<file path="src/rtl/ram_fifo_pkg.sv">
// Shared constants for the RAM-backed FIFO controller and its skid buffer.
// Also holds the helper that counts read credits in use.
package ram_fifo_pkg;

    localparam int RAM_RD_LATENCY = 2;
    localparam int SKID_DEPTH     = 4;
    localparam int SKID_IDX_W     = $clog2(SKID_DEPTH);
    localparam int SKID_CNT_W     = SKID_IDX_W + 1;
    localparam int CREDIT_W       = SKID_CNT_W + 1;

    // Words in flight plus words held: each one owns a skid slot.
    function automatic logic [CREDIT_W-1:0] credits_used(
        input logic [RAM_RD_LATENCY-1:0] iss,
        input logic [SKID_CNT_W-1:0]     cnt
    );
        logic [CREDIT_W-1:0] n;
        n = CREDIT_W'(cnt);
        for (int i = 0; i < RAM_RD_LATENCY; i++) begin
            n = n + CREDIT_W'(iss[i]);
        end
        return n;
    endfunction

endpackage

</file>
<file path="src/rtl/ram_fifo_skid.sv">
// 4-entry register FIFO that catches words returning from the RAM.
// Ports: clk_i, rst_i, flush_i, wr_en_i/wr_data_i, rd_en_i, head_o, count_o.
module ram_fifo_skid
    import ram_fifo_pkg::*;
#(
    parameter int DATA_WIDTH = 36
) (
    input  logic                  clk_i,
    input  logic                  rst_i,
    input  logic                  flush_i,
    input  logic                  wr_en_i,
    input  logic [DATA_WIDTH-1:0] wr_data_i,
    input  logic                  rd_en_i,
    output logic [DATA_WIDTH-1:0] head_o,
    output logic [SKID_CNT_W-1:0] count_o
);

    logic [DATA_WIDTH-1:0] mem_q [SKID_DEPTH];
    logic [SKID_IDX_W-1:0] wr_idx_q;
    logic [SKID_IDX_W-1:0] rd_idx_q;
    logic [SKID_CNT_W-1:0] cnt_q;
    logic [SKID_CNT_W-1:0] cnt_d;

    assign cnt_d = cnt_q + SKID_CNT_W'(wr_en_i)
                         - SKID_CNT_W'(rd_en_i);

    always_ff @(posedge clk_i or posedge rst_i) begin
        if (rst_i) begin
            for (int i = 0; i < SKID_DEPTH; i++) begin
                mem_q[i] <= '0;
            end
            wr_idx_q <= '0;
            rd_idx_q <= '0;
            cnt_q    <= '0;
        end else if (flush_i) begin
            wr_idx_q <= '0;
            rd_idx_q <= '0;
            cnt_q    <= '0;
        end else begin
            if (wr_en_i) begin
                mem_q[wr_idx_q] <= wr_data_i;
                wr_idx_q        <= wr_idx_q + 1'b1;
            end
            if (rd_en_i) begin
                rd_idx_q <= rd_idx_q + 1'b1;
            end
            cnt_q <= cnt_d;
        end
    end

    assign head_o  = mem_q[rd_idx_q];
    assign count_o = cnt_q;

endmodule

</file>
<file path="src/rtl/ram_fifo_ctrl.sv">
// FWFT FIFO controller over a 2-cycle-latency dual-port RAM.
// Ports: write side in_*, read side out_*, RAM port A/B ram_*, status counts.
module ram_fifo_ctrl
    import ram_fifo_pkg::*;
#(
    parameter int DATA_WIDTH = 36,
    parameter int ADDR_WIDTH = 9
) (
    input  logic                  Clk,
    input  logic                  Reset,
    input  logic                  flush,
    input  logic [DATA_WIDTH-1:0] in_data,
    input  logic                  in_valid,
    output logic                  in_ready,
    output logic [DATA_WIDTH-1:0] out_data,
    output logic                  out_valid,
    input  logic                  out_ready,
    output logic                  ram_wr_en,
    output logic [ADDR_WIDTH-1:0] ram_wr_addr,
    output logic [DATA_WIDTH-1:0] ram_wr_data,
    output logic [ADDR_WIDTH-1:0] ram_rd_addr,
    input  logic [DATA_WIDTH-1:0] ram_rd_data,
    output logic [ADDR_WIDTH+1:0] fill_count,
    output logic                  empty,
    output logic                  full
);

    localparam int PW = ADDR_WIDTH + 1;
    localparam int FW = ADDR_WIDTH + 2;

    // Pointers carry an extra MSB so full and empty differ.
    logic [PW-1:0]             wr_ptr_q, wr_ptr_d;
    logic [PW-1:0]             rd_ptr_q, rd_ptr_d;
    logic [PW-1:0]             ram_occ;
    logic [RAM_RD_LATENCY-1:0] iss_q, iss_d;
    logic [FW-1:0]             fill_q, fill_d;
    logic [SKID_CNT_W-1:0]     skid_cnt;
    logic [DATA_WIDTH-1:0]     skid_head;
    logic                      ram_full;
    logic                      push, pop, issue, land;

    assign ram_occ  = wr_ptr_q - rd_ptr_q;
    assign ram_full = ram_occ[ADDR_WIDTH];

    assign in_ready = ~ram_full & ~flush & ~Reset;
    assign push     = in_valid & in_ready;
    assign pop      = out_valid & out_ready & ~flush;

    // Only issue when a skid slot is reserved for the returning word.
    assign issue = ~flush & (ram_occ != '0)
                 & (credits_used(iss_q, skid_cnt)
                    < CREDIT_W'(SKID_DEPTH));
    assign land  = iss_q[RAM_RD_LATENCY-1] & ~flush;

    always_comb begin
        wr_ptr_d = wr_ptr_q + PW'(push);
        rd_ptr_d = rd_ptr_q + PW'(issue);
        iss_d    = {iss_q[RAM_RD_LATENCY-2:0], issue};
        fill_d   = fill_q + FW'(push) - FW'(pop);
        if (flush) begin
            wr_ptr_d = '0;
            rd_ptr_d = '0;
            iss_d    = '0;
            fill_d   = '0;
        end
    end

    always_ff @(posedge Clk or posedge Reset) begin
        if (Reset) begin
            wr_ptr_q <= '0;
            rd_ptr_q <= '0;
            iss_q    <= '0;
            fill_q   <= '0;
        end else begin
            wr_ptr_q <= wr_ptr_d;
            rd_ptr_q <= rd_ptr_d;
            iss_q    <= iss_d;
            fill_q   <= fill_d;
        end
    end

    ram_fifo_skid #(
        .DATA_WIDTH(DATA_WIDTH)
    ) u_skid (
        .clk_i    (Clk),
        .rst_i    (Reset),
        .flush_i  (flush),
        .wr_en_i  (land),
        .wr_data_i(ram_rd_data),
        .rd_en_i  (pop),
        .head_o   (skid_head),
        .count_o  (skid_cnt)
    );

    assign ram_wr_en   = push;
    assign ram_wr_addr = wr_ptr_q[ADDR_WIDTH-1:0];
    assign ram_wr_data = in_data;
    assign ram_rd_addr = rd_ptr_q[ADDR_WIDTH-1:0];

    assign out_valid  = (skid_cnt != '0);
    assign out_data   = skid_head;
    assign fill_count = fill_q;
    assign empty      = (fill_q == '0);
    assign full       = ram_full;

endmodule
</file>
<file path="config.mk">
export PLATFORM = sky130hd
export DESIGN_NAME = ram_fifo_ctrl
export DESIGN_NICKNAME = d
export VERILOG_FILES = /design/src/rtl/ram_fifo_pkg.sv /design/src/rtl/ram_fifo_skid.sv /design/src/rtl/ram_fifo_ctrl.sv
export SDC_FILE = /design/constraint.sdc
export NUM_CORES = 1
export LEC_CHECK = 0
export BUFFER_PORTS_ARGS = -buffer_cell sky130_fd_sc_hd__buf_2
export CORE_MARGIN = 2
export CORE_UTILIZATION = 60
export DETAILED_ROUTE_END_ITERATION = 10
export PLACE_DENSITY = 0.86
export SYNTH_ARGS = -nofsm -noshare
export SYNTH_HDL_FRONTEND = slang
export SYNTH_SLANG_ARGS = --single-unit
</file>
<file path="constraint.sdc">
create_clock -name Clk -period 14.9 [get_ports Clk]
set_input_delay 2.98 -clock Clk [delete_from_list [all_inputs] [get_ports Clk]]
set_output_delay 2.98 -clock Clk [all_outputs]
set_load 0.1 [all_outputs]
</file>
; Word-level counts from Yosys, hierarchy flattened
; Cells that the tools add are included.
[totals]
register_bits = 184
input_bits = 77
output_inout_bits = 106
[classes]
addsub = 11
magnitude_cmp = 4
n_mux = 15
n_bitwise = 13
n_reduce_logical = 7
[op_table]
columns = operator, count
row1 = bitwise mux 144 bit, 1
row2 = two-way mux 36 bit, 3
row3 = binary-select mux 36 bit (select 2 bit), 1
row4 = demux 36 bit (select 2 bit), 1
row5 = adder 10 x 1 -> 10 bit, 2
row6 = two-way mux 10 bit, 2
row7 = adder 11 x 1 -> 11 bit, 1
row8 = zero test 11 bit, 1
row9 = two-way mux 11 bit, 1
row10 = subtractor 11 x 1 -> 11 bit, 1
row11 = two-way mux 2 bit, 5
row12 = nonzero test 10 bit, 1
row13 = subtractor 10 bit, 1
row14 = AND 1 bit, 8
row15 = ">= comparator 3 bit, second input constant", 2
row16 = NOT 2 -> 3 bit, 2
row17 = "adder 2 x 1 -> 2 bit, second input constant", 2
row18 = adder 3 x 1 -> 4 bit, 1
row19 = adder 4 x 1 -> 4 bit, 1
row20 = "less-than comparator 4 x 3 -> 1 bit, second input constant", 1
row21 = nonzero test 2 bit, 2
row22 = adder 3 x 1 -> 3 bit, 1
row23 = "less-than comparator 3 x 1 -> 1 bit, second input constant", 1
row24 = two-way mux 3 bit, 1
row25 = 5 further kinds, 7

; Depth between registers and ports, before layout
; Gate-level depths: netlist of run 1.
[logic_depth]
depth_word = 8
ltp_mapped = 17
mapped_depth_nobuf = 17

; By module
; From an unflattened synthesis of run 1, not the netlist that was laid out.
[unflattened]
cells_unflattened = 707
hier_area_um2 = 10116.0
[by_module_without_submodules]
columns = mod, instances, cells_per_inst, area_each_um2, seq_area_each_um2
row1 = ram_fifo_skid, 1, 387, 7263.2, 3778.6
row2 = ram_fifo_ctrl, 1, 320, 2852.7, 825.8

; Worst setup path before layout of run 1
; OpenSTA, ideal clock, no wires.
[synth_path]
path_kind = input-to-output
startpoint = input port flush
endpoint = output port ram_wr_en
t_arrival_ps = 6743
t_required_ps = 11920
slack_ps = 5177
stages = 3
path_buffers = 2
cell_sequence = clkbuf_1 -> clkbuf_1 -> nor4b_1
[synth_via]
elab_chain_cells = 4
[synth_rtl]
columns = element, line_no
row1 = start: declaration, ram_fifo_ctrl.sv:11  ; input logic flush,
row2 = NOT 1 bit (no source line), --
row3 = AND 1 bit (2 in series), ram_fifo_ctrl.sv:45  ; assign in_ready = ~ram_full & ~flush & ~Reset;
row4 = AND 1 bit, ram_fifo_ctrl.sv:46  ; assign push = in_valid & in_ready;
row5 = end: declaration, ram_fifo_ctrl.sv:18  ; output logic ram_wr_en,
; Every way passes these cells.

; Worst setup path after layout of run 1
; Ends and elaborated chain as after synthesis.

==> qor.yml, run 1 <==
mostFrequentLayoutCells: "dfrtp_1, mux2_1, buf_2"
timing.setup.tns_ns: 0
synth_seq_area_share_pct: 49.2
synth_edf_count: 0
final_cells: 953
synth_xor_area_share_pct: 3.18
yosys_warnings: 0
post_cts_resized: 0
ys_seq_elements: 184
worstMarginPinSlew_ns: 1.12
syn_nets: 817
die_x_um: 129
root_buffer: "clkbuf_16"
clk_latency_ns: 0.42
wl_um: 18900
cts.sinks: 184
antenna_found_initial: 0
critPathArrivalTime_ns: 4.51
synth.distinct_cells: 49
end_kind: "primary output"
status: "finished, final reports clean"
grt_pass1_wl_um: 30600
postSynthAreaPerCell_sq_um: 13.4
cts_hold_buf: 0
rsz0062_at_grt: "false"
period_needed_ns: 7.49
synth_area_sq_um: 9360
synth_fa_ha_area_share_pct: 5.45
routed_via_density: 5.94
layout_commonest_cell: "dfrtp_1"
synth_top_flop_cell: "dfrtp_1"
setup_viol: 0
grt_max_degree: 106
start_util_pct: 61.6
hold_depth: 1
dieArea_sq_um: 16600
grt_usage_pct: 23.7
timing.rr.end: "fill_count[8]"
cts_buffers: 17
synth_compound_area_share_pct: 2.97
slew_viol_final: 0
drive_gt1_share_pct: 29.8
synthSimpleGateAreaFrac_pct: 5.84
die_h_um: 129
area_delta_synth_final_pct: 9.45
cts_tree: "done"
hold_end: "u_skid.mem_q[135]"
io_buffers: 110
vias: 5658
clkTransAtPathRegs_ns: 0.06
worstSetupStartpointType: "input port"
ios: 183
synth_top_family_by_area: "multiplexers"
skew_ns: 0.00706
timing.slew.headroom_pct: 25.5
dpl.hpwl_um: 12600
wire_per_inst_um: 19.8
r2r_start: "rd_ptr_q[2]"
path_class: "in2out"
route.detailed.drc: 0
overflow: 0
max-cap-violations: 0
rows: 45
crit_required_ns: 11.92
cts_setup_buffers: 0
first_iter_violations: 376
period_share_pct: 50.3
max_freq_ghz: 0.134
dpl.cell_count: 921
syn_inst: 701
detail-route-antenna-nets: 0
cts_buffer_depth: 2
hp-start: "u_skid.mem_q[135]"
crit_path_max_fanout: 48
first_pass_iters: 4
cts_max_level: 4
hold_slack_ns: 0.490
hold_class: "reg2reg"
diodes: 0
r2r_slack_ns: 10.38
core_sq_um: 15200
rr_worst_depth: 17
nNetsFinal: 868
place.gp.congestion: 0.873
async_flop_share_pct: 100
hold_viol: 0
synth_mux_area_share_pct: 26.3
grt_pass1_vias: 6113
==> cells by family after synthesis <==
group	count (synthesis)
flip-flops	184
XOR/XNOR	34
AO/OA/AOI/OAI	38
multiplexers	183
adder cells (fa/ha/maj)	39
buffers and inverters	115
AND/OR/NAND/NOR	108
==> per-layer routing <==
layer	up-vias	track usage (%)	routed length (um)	share of wire [%]
met5	-	0	0	0
met4	0	7.48	398	2.1
met3	48	6.24	940	5.0
met2	164	41.3	9930	53
met1	2915	29.0	7630	40
li1	2531	-	-	-
==> cells in the mapped netlist, types with 3 or more instances <==
cell,instances,area [sq um]
fa_1,3,60.1
xor2_1,13,114
nand2_1,9,33.8
dfrtp_1,184,4600
mux2_1,112,1260
nand3_1,16,80.1
nor3_1,9,45.0
buf_2,18,90.1
xnor2_1,21,184
nor2_1,41,154
mux2_2,34,383
o21a_1,3,22.5
o21bai_1,4,30.0
inv_1,34,128
a21oi_1,11,55.1
nor2b_1,12,75.1
and3_1,7,43.8
clkbuf_1,9,33.8
mux4_2,36,811
ha_1,36,450
buf_4,54,405
==> through the flow <==
| step | util [%] | setup WS (ns) | instance area, sq um |
|---|---|---|---|
| 2_1_floorplan | - | 5.18 | 9360 |
| 3_3_place_gp | 63.5 | 7.52 | 9660 |
| 3_5_place_dp | 63.5 | 7.42 | 9660 |
| 4_1_cts | 67.4 | 7.40 | 10200 |
| 5_1_grt | 67.4 | 7.26 | 10200 |
| 6_report | 67.4 | 7.41 | 10200 |
==> critical path: stages <==
cell	delay, ns
buf_2	0.09
buf_4	0.26
nor4b_1	0.63
buf_2	0.54
==> state kept, by name (all words and copies together) (netlist names) <==
name,flops
fill_count,11
iss_q,2
rd_ptr_q,10
u_skid.count_o,3
u_skid.mem_q,144
u_skid.rd_idx_q,2
u_skid.wr_idx_q,2
wr_ptr_q,10
==> worst max-delay path by stage <==
stage,from,endpoint,slack [ns],depth (start not counted)
3_3_place_gp,flush,ram_wr_en,7.52,4
5_1_grt,flush,ram_wr_en,7.26,4
4_1_cts,flush,ram_wr_en,7.40,4
6_report,flush,ram_wr_en,7.41,4
3_5_place_dp,flush,ram_wr_en,7.42,4
2_1_floorplan,flush,ram_wr_en,5.18,3
==> area by class of cell <==
type,count,area (sq um)
clock buffer,19,443
clock inverter,13,145
fill,1063,4960
inverter,34,133
multi-input combinational,402,4110
sequential,184,4610
tap,188,235
timing repair buffer,113,573
Power of run 1 is left out: the tool's default activity adds up to more than one toggle a clock period on the data nets, which glitch-free logic cannot reach.
==> run 2: changes to the inputs <==
--- a/config.mk
+++ b/config.mk
@@ -7,9 +7,9 @@
 export LEC_CHECK = 0
 export BUFFER_PORTS_ARGS = -buffer_cell sky130_fd_sc_hd__buf_2
 export CORE_MARGIN = 2
-export CORE_UTILIZATION = 60
+export CORE_UTILIZATION = 50
 export DETAILED_ROUTE_END_ITERATION = 10
-export PLACE_DENSITY = 0.86
+export PLACE_DENSITY = 0.76
 export SYNTH_ARGS = -nofsm -noshare
 export SYNTH_HDL_FRONTEND = slang
 export SYNTH_SLANG_ARGS = --single-unit
==> constraint.sdc (replaced) <==
create_clock -name Clk -period 6.4 [get_ports Clk]
set_input_delay 1.28 -clock Clk [delete_from_list [all_inputs] [get_ports Clk]]
set_output_delay 1.28 -clock Clk [all_outputs]
set_load 0.1 [all_outputs]
==> run 2 against run 1 <==
Compared with the run above: clock skew rose by 0.0045 ns; final cell count rose by 5.0%; non-clock buffer count rose by 2; setup slack got worse by 5.4 ns; critical path depth rose by 5; sequential share of layout area fell by 0.38 points; clock-buffer cell count fell by 1; design area rose by 0.86%; largest cell class unchanged; highest routed layer unchanged.
==> qor.yml, run 2 (synthesized netlist as in run 1, its figures left out) <==
status: "finished, final reports clean"
timing.slew.headroom_pct: 24.3  # -1.2 points
antenna_found_initial: 0  # unchanged
nNetsFinal: 870  # +0.23%
io_buffers: 110  # unchanged
clk_latency_ns: 0.43  # about the same
dpl.hpwl_um: 11600  # -7.4%
max-cap-violations: 0  # unchanged
grt_pass1_wl_um: 29600  # -3.3%
period_needed_ns: 4.38
path_class: "reg2out"
overflow: 0  # unchanged
regMostFlops: "u_skid.mem_q"
vias: 5489  # -3.0%
multiInputGateArea_sq_um: 4120  # +0.33%
clkTransAtPathRegs_ns: 0.07  # about the same
postLayoutCoreUtil_pct: 55.8  # -12 points
hold_viol: 0  # unchanged
largest_reg_flops: 144  # unchanged
die_h_um: 141  # +9.2%
layout_commonest_cell: "dfrtp_1"
wl_um: 17900  # -5.3%
ios: 183  # unchanged
grt_max_degree: 98  # -7.5%
area_delta_synth_final_pct: 10.4
startpoint: "rd_ptr_q[2]"
place.gp.congestion: 0.826  # -5.4%
cts_tree: "done"
cts_max_level: 4  # unchanged
die_x_um: 141  # +9.2%
worstSetupStartpointType: "flip-flop"
period_share_pct: 68.4
hp-start: "u_skid.mem_q[3]"
post-route-cell-area_sq_um: 10300  # +0.86%
grt_pass1_vias: 5696  # -6.8%
hold_class: "reg2reg"
post-place-ws_ns: 2.32  # -5.10 ns
rsz0062_at_grt: "false"
cts_setup_buffers: 0  # unchanged
first_iter_violations: 241  # -36%
post_cts_resized: 0  # unchanged
routed_via_density: 5.48  # -7.6%
root_buffer: "clkbuf_16"
crit_required_ns: 5.12  # -6.80 ns
cts_buffer_depth: 2  # unchanged
timing.setup.tns_ns: 0  # unchanged
detail-route-antenna-nets: 0  # unchanged
grt_usage_pct: 18.9  # -4.8 points
wire_per_inst_um: 17.9  # -9.8%
cts_hold_buf: 0  # unchanged
route.detailed.drc: 0  # unchanged
setup_viol: 0  # unchanged
crit_path_max_fanout: 7  # -85%
first_pass_iters: 4  # unchanged
drive_gt1_share_pct: 30.2  # +0.44 points
worst_slack_ns: 2.02  # -5.39 ns
core_sq_um: 18500  # +22%
skew_ns: 0.0116  # +0.00452 ns
start_util_pct: 50.5  # -11 points
r2r_start: "rd_ptr_q[2]"
cts.sinks: 184  # unchanged
dieArea_sq_um: 19800  # +19%
fillers: 1531  # +44%
end_kind: "primary output"
dpl_cell_area_sq_um: 9740  # +0.89%
area.sequential_sq_um: 4610  # unchanged
cts_buffers: 17  # unchanged
max_freq_ghz: 0.228
mostFrequentLayoutCells: "dfrtp_1, mux2_1, buf_2"
critPathArrivalTime_ns: 3.10  # -1.41 ns
worstMarginPinSlew_ns: 1.13  # +0.0135 ns
slew_viol_final: 0  # unchanged
rows: 50  # +11%
diodes: 0  # unchanged
## run 2: through the flow
step           hold WS [ns]  cells
2_1_floorplan         0.459    701
3_3_place_gp          0.469    969
3_5_place_dp          0.475    969
4_1_cts               0.492   1001
5_1_grt               0.500   1001
6_report              0.486   1001
## run 2: path summary, 6_finish.rpt
check                               endpoint  slack (ns)  cells after the start
max reg2reg                    fill_count[8]        2.31                     17
min reg2reg                  u_skid.mem_q[3]        0.49                      1
max in group asynchronous  u_skid.mem_q[108]        3.99                      3
min in group asynchronous        wr_ptr_q[1]        1.05                      2
min                          u_skid.mem_q[3]        0.49                      1
max                                ram_wr_en        2.02                      9
## run 2: layout make-up
cell class	count	share of cell area, %
sequential	184	44.6
multi-input combinational	402	39.9
timing repair buffer	115	5.69
clock buffer	18	4.15
tap	234	2.83
clock inverter	14	1.55
inverter	34	1.28
## run 2: critical path: stages (launching register included)
cell     delay, ns
dfrtp_1       0.46
inv_1         0.08
ha_1          0.34
o211a_1       0.24
o31ai_2       0.07
nand2_2       0.10
a31oi_1       0.26
xnor2_2       0.16
nor4b_2       0.45
buf_2         0.52
## run 2: routing by layer
metal / global-route usage (%) / wire [um]
met5: 0 / 0
met4: 5.16 / 180
met3: 4.18 / 676
met2: 31.4 / 8910
met1: 25.4 / 8130
Power of run 2 is left out for the same reason.
